File: config.mk
export PLATFORM = sky130hd
export DESIGN_NAME = prores_golomb_coder
export DESIGN_NICKNAME = d
export VERILOG_FILES = /design/src/rtl/prores_golomb_coder_pkg.sv /design/src/rtl/prores_golomb_coder_msb_index.sv /design/src/rtl/prores_golomb_coder.sv
export SDC_FILE = /design/constraint.sdc
export NUM_CORES = 1
export LEC_CHECK = 0
export ABC_AREA = 0
export CAP_MARGIN = 20
export CORE_MARGIN = 5
export CORE_UTILIZATION = 39
export DETAILED_ROUTE_END_ITERATION = 16
export HOLD_SLACK_MARGIN = 0.15
export SYNTH_ARGS = -nofsm -noshare
export SYNTH_HDL_FRONTEND = slang
export SYNTH_SLANG_ARGS = --single-unit
File: constraint.sdc
create_clock -name clk -period 9.05 [get_ports clk]
set_clock_uncertainty 0.15 [all_clocks]
set_input_delay 2.2625 -clock clk [delete_from_list [all_inputs] [get_ports clk]]
set_output_delay 2.2625 -clock clk [all_outputs]
set_load 0.01 [all_outputs]
File: src/rtl/prores_golomb_coder_pkg.sv
// Shared constants for the ProRes Golomb-Rice / Exp-Golomb codeword generator.
package prores_golomb_coder_pkg;

    localparam int GC_DW = 32;

    localparam logic CODE_RICE = 1'b0;
    localparam logic CODE_EXPG = 1'b1;

    localparam int K_MAX   = 7;
    localparam int ESC_MAX = 3;
    localparam int K_W     = $clog2(K_MAX + 1);
    localparam int ESC_W   = $clog2(ESC_MAX + 1);

endpackage

File: src/rtl/prores_golomb_coder_msb_index.sv
// Combinational priority encoder: bit position of the highest set bit (0 for an all-zero value).
module prores_golomb_coder_msb_index #(
    parameter int DW = 32,
    parameter int IW = $clog2(DW)
) (
    input  logic [DW-1:0] value,
    output logic [IW-1:0] index
);

    // Scan upward so the highest set bit wins.
    always_comb begin
        index = '0;
        for (int i = 0; i < DW; i++) begin
            index = value[i] ? IW'(i) : index;
        end
    end

endmodule

File: src/rtl/prores_golomb_coder.sv
// Two-stage codeword generator: stage 1 registers operands with quotient and m/MSB,
// stage 2 assembles the right-aligned codeword value and its total bit length.
module prores_golomb_coder
    import prores_golomb_coder_pkg::*;
#(
    parameter int DW = GC_DW
) (
    input  logic             clk,
    input  logic             reset_n,
    input  logic             input_valid,
    input  logic             input_start,
    input  logic             input_end,
    input  logic             code_sel,
    input  logic [DW-1:0]    val,
    input  logic [K_W-1:0]   k,
    input  logic [ESC_W-1:0] is_add_setbit,
    input  logic             is_ac_level,
    input  logic             is_minus_n,
    output logic             output_valid,
    output logic             output_start,
    output logic             output_end,
    output logic [DW-1:0]    sum_n,
    output logic [DW-1:0]    codeword_length
);

    localparam int PW = $clog2(DW);
    localparam logic [DW-1:0] ONE = {{(DW-1){1'b0}}, 1'b1};

    logic             s1_valid_d, s1_valid_q;
    logic             s1_start_d, s1_start_q;
    logic             s1_end_d,   s1_end_q;
    logic             s1_sel_d,   s1_sel_q;
    logic [DW-1:0]    s1_n_d,     s1_n_q;
    logic [K_W-1:0]   s1_k_d,     s1_k_q;
    logic [ESC_W-1:0] s1_esc_d,   s1_esc_q;
    logic             s1_ac_d,    s1_ac_q;
    logic             s1_minus_d, s1_minus_q;
    logic [DW-1:0]    s1_quot_d,  s1_quot_q;
    logic [DW-1:0]    s1_m_d,     s1_m_q;
    logic [PW-1:0]    s1_p_d,     s1_p_q;

    logic             out_valid_d, out_valid_q;
    logic             out_start_d, out_start_q;
    logic             out_end_d,   out_end_q;
    logic [DW-1:0]    out_sum_d,   out_sum_q;
    logic [DW-1:0]    out_len_d,   out_len_q;

    logic [DW-1:0]    base_sum_s, base_len_s;
    logic [DW-1:0]    full_sum_s, full_len_s;
    logic [DW-1:0]    rice_mask_s;

    prores_golomb_coder_msb_index #(.DW(DW), .IW(PW)) u_msb_index (
        .value (s1_m_d),
        .index (s1_p_d)
    );

    // Stage 1 operands: quotient for Rice, m = n + 2^k for Exp-Golomb.
    always_comb begin
        s1_valid_d = input_valid;
        s1_start_d = input_start;
        s1_end_d   = input_end;
        s1_sel_d   = code_sel;
        s1_n_d     = val;
        s1_k_d     = k;
        s1_esc_d   = is_add_setbit;
        s1_ac_d    = is_ac_level;
        s1_minus_d = is_minus_n;
        s1_quot_d  = val >> k;
        s1_m_d     = val + (ONE << k);
    end

    // Stage 2: codeword value/length, optional trailing sign bit, zeroed when idle.
    always_comb begin
        rice_mask_s = (ONE << s1_k_q) - ONE;
        base_sum_s  = '0;
        base_len_s  = '0;
        case (s1_sel_q)
            CODE_RICE: begin
                base_sum_s = (ONE << s1_k_q) | (s1_n_q & rice_mask_s);
                base_len_s = s1_quot_q + ONE + DW'(s1_k_q);
            end
            CODE_EXPG: begin
                base_sum_s = s1_m_q;
                base_len_s = (DW'(s1_p_q) << 1) - DW'(s1_k_q) + ONE + DW'(s1_esc_q);
            end
            default: begin
                base_sum_s = '0;
                base_len_s = '0;
            end
        endcase

        if (s1_ac_q) begin
            full_sum_s = {base_sum_s[DW-2:0], s1_minus_q};
            full_len_s = base_len_s + ONE;
        end else begin
            full_sum_s = base_sum_s;
            full_len_s = base_len_s;
        end

        out_valid_d = s1_valid_q;
        out_start_d = s1_start_q;
        out_end_d   = s1_end_q;
        out_sum_d   = s1_valid_q ? full_sum_s : '0;
        out_len_d   = s1_valid_q ? full_len_s : '0;
    end

    // Pipeline registers; async reset flushes everything in flight.
    always_ff @(posedge clk or negedge reset_n) begin
        if (!reset_n) begin
            s1_valid_q  <= 1'b0;
            s1_start_q  <= 1'b0;
            s1_end_q    <= 1'b0;
            s1_sel_q    <= 1'b0;
            s1_n_q      <= '0;
            s1_k_q      <= '0;
            s1_esc_q    <= '0;
            s1_ac_q     <= 1'b0;
            s1_minus_q  <= 1'b0;
            s1_quot_q   <= '0;
            s1_m_q      <= '0;
            s1_p_q      <= '0;
            out_valid_q <= 1'b0;
            out_start_q <= 1'b0;
            out_end_q   <= 1'b0;
            out_sum_q   <= '0;
            out_len_q   <= '0;
        end else begin
            s1_valid_q  <= s1_valid_d;
            s1_start_q  <= s1_start_d;
            s1_end_q    <= s1_end_d;
            s1_sel_q    <= s1_sel_d;
            s1_n_q      <= s1_n_d;
            s1_k_q      <= s1_k_d;
            s1_esc_q    <= s1_esc_d;
            s1_ac_q     <= s1_ac_d;
            s1_minus_q  <= s1_minus_d;
            s1_quot_q   <= s1_quot_d;
            s1_m_q      <= s1_m_d;
            s1_p_q      <= s1_p_d;
            out_valid_q <= out_valid_d;
            out_start_q <= out_start_d;
            out_end_q   <= out_end_d;
            out_sum_q   <= out_sum_d;
            out_len_q   <= out_len_d;
        end
    end

    assign output_valid    = out_valid_q;
    assign output_start    = out_start_q;
    assign output_end      = out_end_q;
    assign sum_n           = out_sum_q;
    assign codeword_length = out_len_q;

endmodule

### Word-level counts from Yosys, hierarchy flattened

Index checks and enable logic that the tools add are counted.

* memory bits (read-only): 0
* memory bits (writable): 0
* output and inout port bits: 67
* memories kept: 0
* input bits: 45
* logic and storage cells: 68
* latch bits: 0
* register bits: 179

* div/mod/pow operators: 0
* eq/ne operators: 0
* reductions and logical operators: 0
* shift operators: 3
* multipliers: 0
* bitwise gates (word level): 3
* $lt $le $gt $ge: 0
* add/subtract/negate cells: 8
* multiplexer cells: 37

Operator list (count)
* 5-bit two-way mux: 30
* 32-bit two-way mux: 4
* 32-bit one-hot mux with 2 select lines: 2
* 32-bit by 1-bit adder with 32-bit output (second input constant): 2
* 1-bit by 3-bit left shift with 32-bit output (first input constant): 2
* 32-bit by 3-bit adder with 32-bit output: 1
* 32-bit adder: 1
* 32-bit bitwise AND: 1
* 32-bit OR: 1
* 32-bit by 3-bit right shift with 32-bit output: 1
* 32-bit by 1-bit subtractor with 32-bit output (second input constant): 1
* 8-bit by 3-bit adder with 9-bit output: 1
* 7-bit by 2-bit adder with 8-bit output (second input constant): 1
* 6-bit by 3-bit subtractor with 7-bit output: 1
* 1-bit two-way mux: 1
* 1-bit NOT: 1

### Depth between registers and ports, before layout

* depth after elaboration: 33
* depth in mapped cells: 17
* mapped depth without buffers: 14

### Modules after synthesis

From an unflattened synthesis, not the netlist that was laid out.

* cell total of the unflattened synthesis: 1047
* area, all modules: 9923.3 µm²

By module, submodules not included
* prores_golomb_coder: instances 1, area each 9581.7 µm², cells an instance 987, seq. area each 4254.1 µm²
* prores_golomb_coder_msb_index: instances 1, area each 341.6 µm², cells an instance 60, seq. area each 0.0 µm²

### Worst setup path after synthesis

No wires, ideal clock.

* path kind: input to register
* start point: input port k[2]
* end point: register s1_p_q[1]
* cell stages on the path: 15
* buffers on the path: 4
* setup slack: 3070 ps
* required time: 8776 ps
* arrival time: 5706 ps
* cell sequence: clkbuf_1 inv_1 buf_1 clkbuf_1 nor3_1 ha_1 o211ai_1 nand2_1 clkbuf_1 nand2_1 nor3_1 nand4_1 xnor2_1 or4_1 o31a_1

RTL lines
* start: declaration: RTL line prores_golomb_coder.sv:15 `input logic [K_W-1:0] k,`
* 1-bit by 3-bit left shift with 32-bit output: RTL line prores_golomb_coder.sv:69 `s1_m_d = val + (ONE << k);`
* 32-bit adder: RTL line prores_golomb_coder.sv:69
* via s1_m_d[27]: RTL line prores_golomb_coder.sv:39 `logic [DW-1:0] s1_m_d, s1_m_q;`
* 5-bit two-way mux (5 in series): RTL line prores_golomb_coder_msb_index.sv:14 `index = value[i] ? IW'(i) : index;`
* via s1_p_d[1]: RTL line prores_golomb_coder.sv:40 `logic [PW-1:0] s1_p_d, s1_p_q;`
* end signal: assignment: RTL line prores_golomb_coder.sv:139 `s1_p_q <= s1_p_d;`
* end: declaration: RTL line prores_golomb_coder.sv:40

The timed path passes the listed nets, and every way through them passes these cells.

### Worst setup path after layout

* start point: input port k[1]
* end point: register s1_p_q[1]

RTL lines (RTL line)
* 1-bit by 3-bit left shift with 32-bit output: prores_golomb_coder.sv:69
* 32-bit adder: prores_golomb_coder.sv:69
* via s1_m_d[30]: prores_golomb_coder.sv:39
* 5-bit two-way mux (2 in series): prores_golomb_coder_msb_index.sv:14
* via s1_p_d[1]: prores_golomb_coder.sv:40

The timed path passes the listed nets, and every way through them passes these cells.

==> results.json <==
{
  "hold_violations": 0,
  "end_kind": "flip-flop",
  "synth.distinct_cells": 80,
  "nets": 1219,
  "hold_path_class": "reg -> reg",
  "io_pins": 112,
  "grt_max_degree": 98,
  "grt_pass1_wl_um": 44400,
  "timing.rr.end": "codeword_length[30]$_DFF_PN0_",
  "wire_per_inst_um": 18.4,
  "grt_antenna_before_repair": 0,
  "setup_tns_ns": 0,
  "fmax_ghz": 0.159,
  "numCtsBuffers": 17,
  "regToRegStartpoint": "s1_k_q[0]$_DFF_PN0_",
  "setup_violations": 0,
  "post-cts-setup-buffers": 0,
  "ys_warn_count": 0,
  "async_flop_share_pct": 100,
  "yosysTopAreaCell": "dfrtp_1",
  "cts_sinks": 170,
  "drv_slew": 0,
  "cp-endpoint": "s1_p_q[1]$_DFF_PN0_",
  "first_iter_violations": 785,
  "synth_cells": 1077,
  "antennaDiodeCount": 0,
  "ys.flop_type": "dfrtp_1",
  "synth_commonest_cells": "170 x dfrtp_1, 112 x nor2_1, 90 x nand2_1, 53 x xnor2_1",
  "p_total_mw": 2.01,
  "worst_pin_slew_ns": 0.901,
  "syn_area_mm2": 0.0102,
  "cts_hold_buffers": 0,
  "yosys-top-cells-area": "dfrtp_1 42%, xnor2_1 4.6%, nor2_1 4.1%",
  "dieWidth_um": 171,
  "dieArea_mm2": 0.0294,
  "drc": 0,
  "fin_crit_sh_pct": 69.5,
  "reg2reg_depth": 11,
  "core_mm2": 0.0258,
  "route.vias.total": 8251,
  "rows": 59,
  "htree_levels": 4,
  "clkLatencyLatePin_ns": 0.44,
  "viasPerCell": 5.50,
  "gp_congestion": 0.908,
  "grt.total_usage_pct": 19.3,
  "arrival_ns": 6.45,
  "hpwlAfterDp_um": 21200,
  "ant_nets": 0,
  "area_growth_pct": 19.0,
  "p_per_area_mw_per_mm2": 166,
  "cts_buffer_depth": 2,
  "synth_top_area_share_pct": 41.8,
  "root_buffer": "clkbuf_16",
  "critical_path_class": "in -> reg",
  "synth_fp_nets": 1144,
  "routed_wl_um": 27700,
  "cts_tree": "done",
  "maxSlewHeadroom_pct": 39.9,
  "drive_gt1_share_pct": 8.93,
  "worst_setup_path_start_kind": "input pin",
  "required_ns": 9.21,
  "ir_drop_v": 0.000119,
  "ys_ff_latch": 170,
  "numPortBuffers": 111,
  "period_needed_ns": 6.29,
  "startpoint": "k[1]",
  "syn-mean-instance-area_um2": 9.44,
  "clk_pin_slew_ns": 0.07,
  "grt.overflow.total": 0,
  "status": "finished, final reports clean",
  "yosysMostFrequentCell": "dfrtp_1",
  "die_h_um": 171,
  "hp-start": "out_end_d$_DFF_PN0_",
  "p_leak_nw": 4.86,
  "fin_util_pct": 46.9,
  "cap_violations": 0,
  "critPathMaxFanout": 34,
  "ff2ff_setup_slack_ns": 4.05,
  "postCtsResizedCells": 0,
  "yosysSeqAreaShare_pct": 41.8,
  "synth_edf_count": 0,
  "grt_pass1_vias": 7731,
  "start_util_pct": 39.4,
  "rsz0062_at_grt": "no",
  "drt_pre_antenna_iters": 5
}
## cells by family after synthesis
kind of cell / count (synthesis) / share of synthesized area [%]
AO/OA/AOI/OAI: 230 / 15.7
XOR/XNOR: 72 / 6.20
adder cells (fa/ha/maj): 22 / 3.00
buffers and inverters: 102 / 3.79
flip-flops: 170 / 41.8
multiplexers: 72 / 8.58
AND/OR/NAND/NOR: 409 / 20.9
## flip-flops by register name, summed over array words and instances (netlist names)
name,flops
s1_p_q,5
s1_quot_q,32
output_start,1
s1_esc_q,2
codeword_length,32
s1_sel_q,1
sum_n,32
output_end,1
out_end_d,1
s1_minus_q,1
s1_ac_q,1
out_start_d,1
out_valid_d,1
output_valid,1
s1_k_q,3
s1_m_q,32
s1_n_q,23
## placed cells by master (no fill, tap or decap), types with 5 or more instances in the layout
master / synthesis / layout
o31ai_1: 9 / 9
clkbuf_16: 0 / 17
xnor2_1: 53 / 53
dfrtp_1: 170 / 168
o21ai_0: 40 / 40
a21oi_1: 51 / 51
or4_1: 6 / 6
a211oi_1: 20 / 20
and2_1: 11 / 11
nand3_1: 38 / 38
mux2_2: 31 / 31
or3_1: 12 / 12
and3_1: 13 / 13
nor3b_1: 6 / 6
nor2_1: 112 / 112
mux4_2: 9 / 9
a31oi_1: 16 / 16
xor2_1: 19 / 19
ha_1: 18 / 18
buf_4: 0 / 6
o21bai_1: 8 / 8
mux2i_1: 32 / 32
nand2_1: 90 / 90
nand2b_1: 14 / 14
nand4_1: 24 / 24
inv_1: 38 / 38
nor4_1: 14 / 14
o211ai_1: 12 / 12
nor2b_1: 13 / 13
a211o_1: 5 / 5
clkdlybuf4s50_1: 0 / 109
a21o_1: 5 / 5
a22oi_1: 14 / 14
nor3_1: 30 / 30
## through the flow
step | instance area, um^2 | cells | hold WS [ns] | worst slack [ns]
final | 12100 | 1500 | 0.201 | 2.76
after global routing | 12100 | 1500 | 0.216 | 2.36
after global placement | 11500 | 1468 | 0.184 | 2.49
after CTS | 12100 | 1500 | 0.206 | 2.80
after detailed placement | 11500 | 1468 | 0.190 | 2.38
after floorplan | 10200 | 1077 | 0.181 | 3.07
## report_power, final
group	switching, mW	total, mW	internal (mW)	leakage, nW
logic	0.247	0.422	0.175	2.50
registers	0.0422	0.858	0.816	2.07
clock network	0.331	0.732	0.400	0.290
## final cells by class
cell class              count  area, um^2
multi-input cells         805        5530
inverters                  41         154
repair buffers            117        1150
well taps                 335         419
clock buffers              19         443
flip-flops and latches    170        4260
clock inverters            13         151
fillers                  2492       13700
## worst max-delay path, cell delays in order
cell and delay [ns]:
clkdlybuf4s50_1 0.45, buf_4 0.32, inv_2 0.30, nand2_1 0.19, nor2_1 0.06, ha_1 0.44
o21ai_0 0.16, o21ai_1 0.46, nand3_1 0.36, nor2_1 0.23, nand4_1 0.13, xnor2_1 0.23
or4_1 0.54, o31a_1 0.30
## worst min path at each step
stage | to | slack, ns | depth (start not counted)
floorplan | output_end$_DFF_PN0_ | 0.18 | 0
global placement | output_end$_DFF_PN0_ | 0.18 | 0
detailed placement | output_end$_DFF_PN0_ | 0.19 | 0
CTS | output_end$_DFF_PN0_ | 0.21 | 0
global route | output_start$_DFF_PN0_ | 0.22 | 0
finish | output_end$_DFF_PN0_ | 0.20 | 0
## layer usage
layer | global-route usage [%] | up-vias | wire length (um)
li1 | - | 4039 | -
met1 | 31.0 | 3911 | 14400
met2 | 27.3 | 276 | 11400
met3 | 2.99 | 25 | 1510
met4 | 4.31 | 0 | 333
met5 | 0 | - | 0
Note: power is estimated with default switching activity, not from simulation.
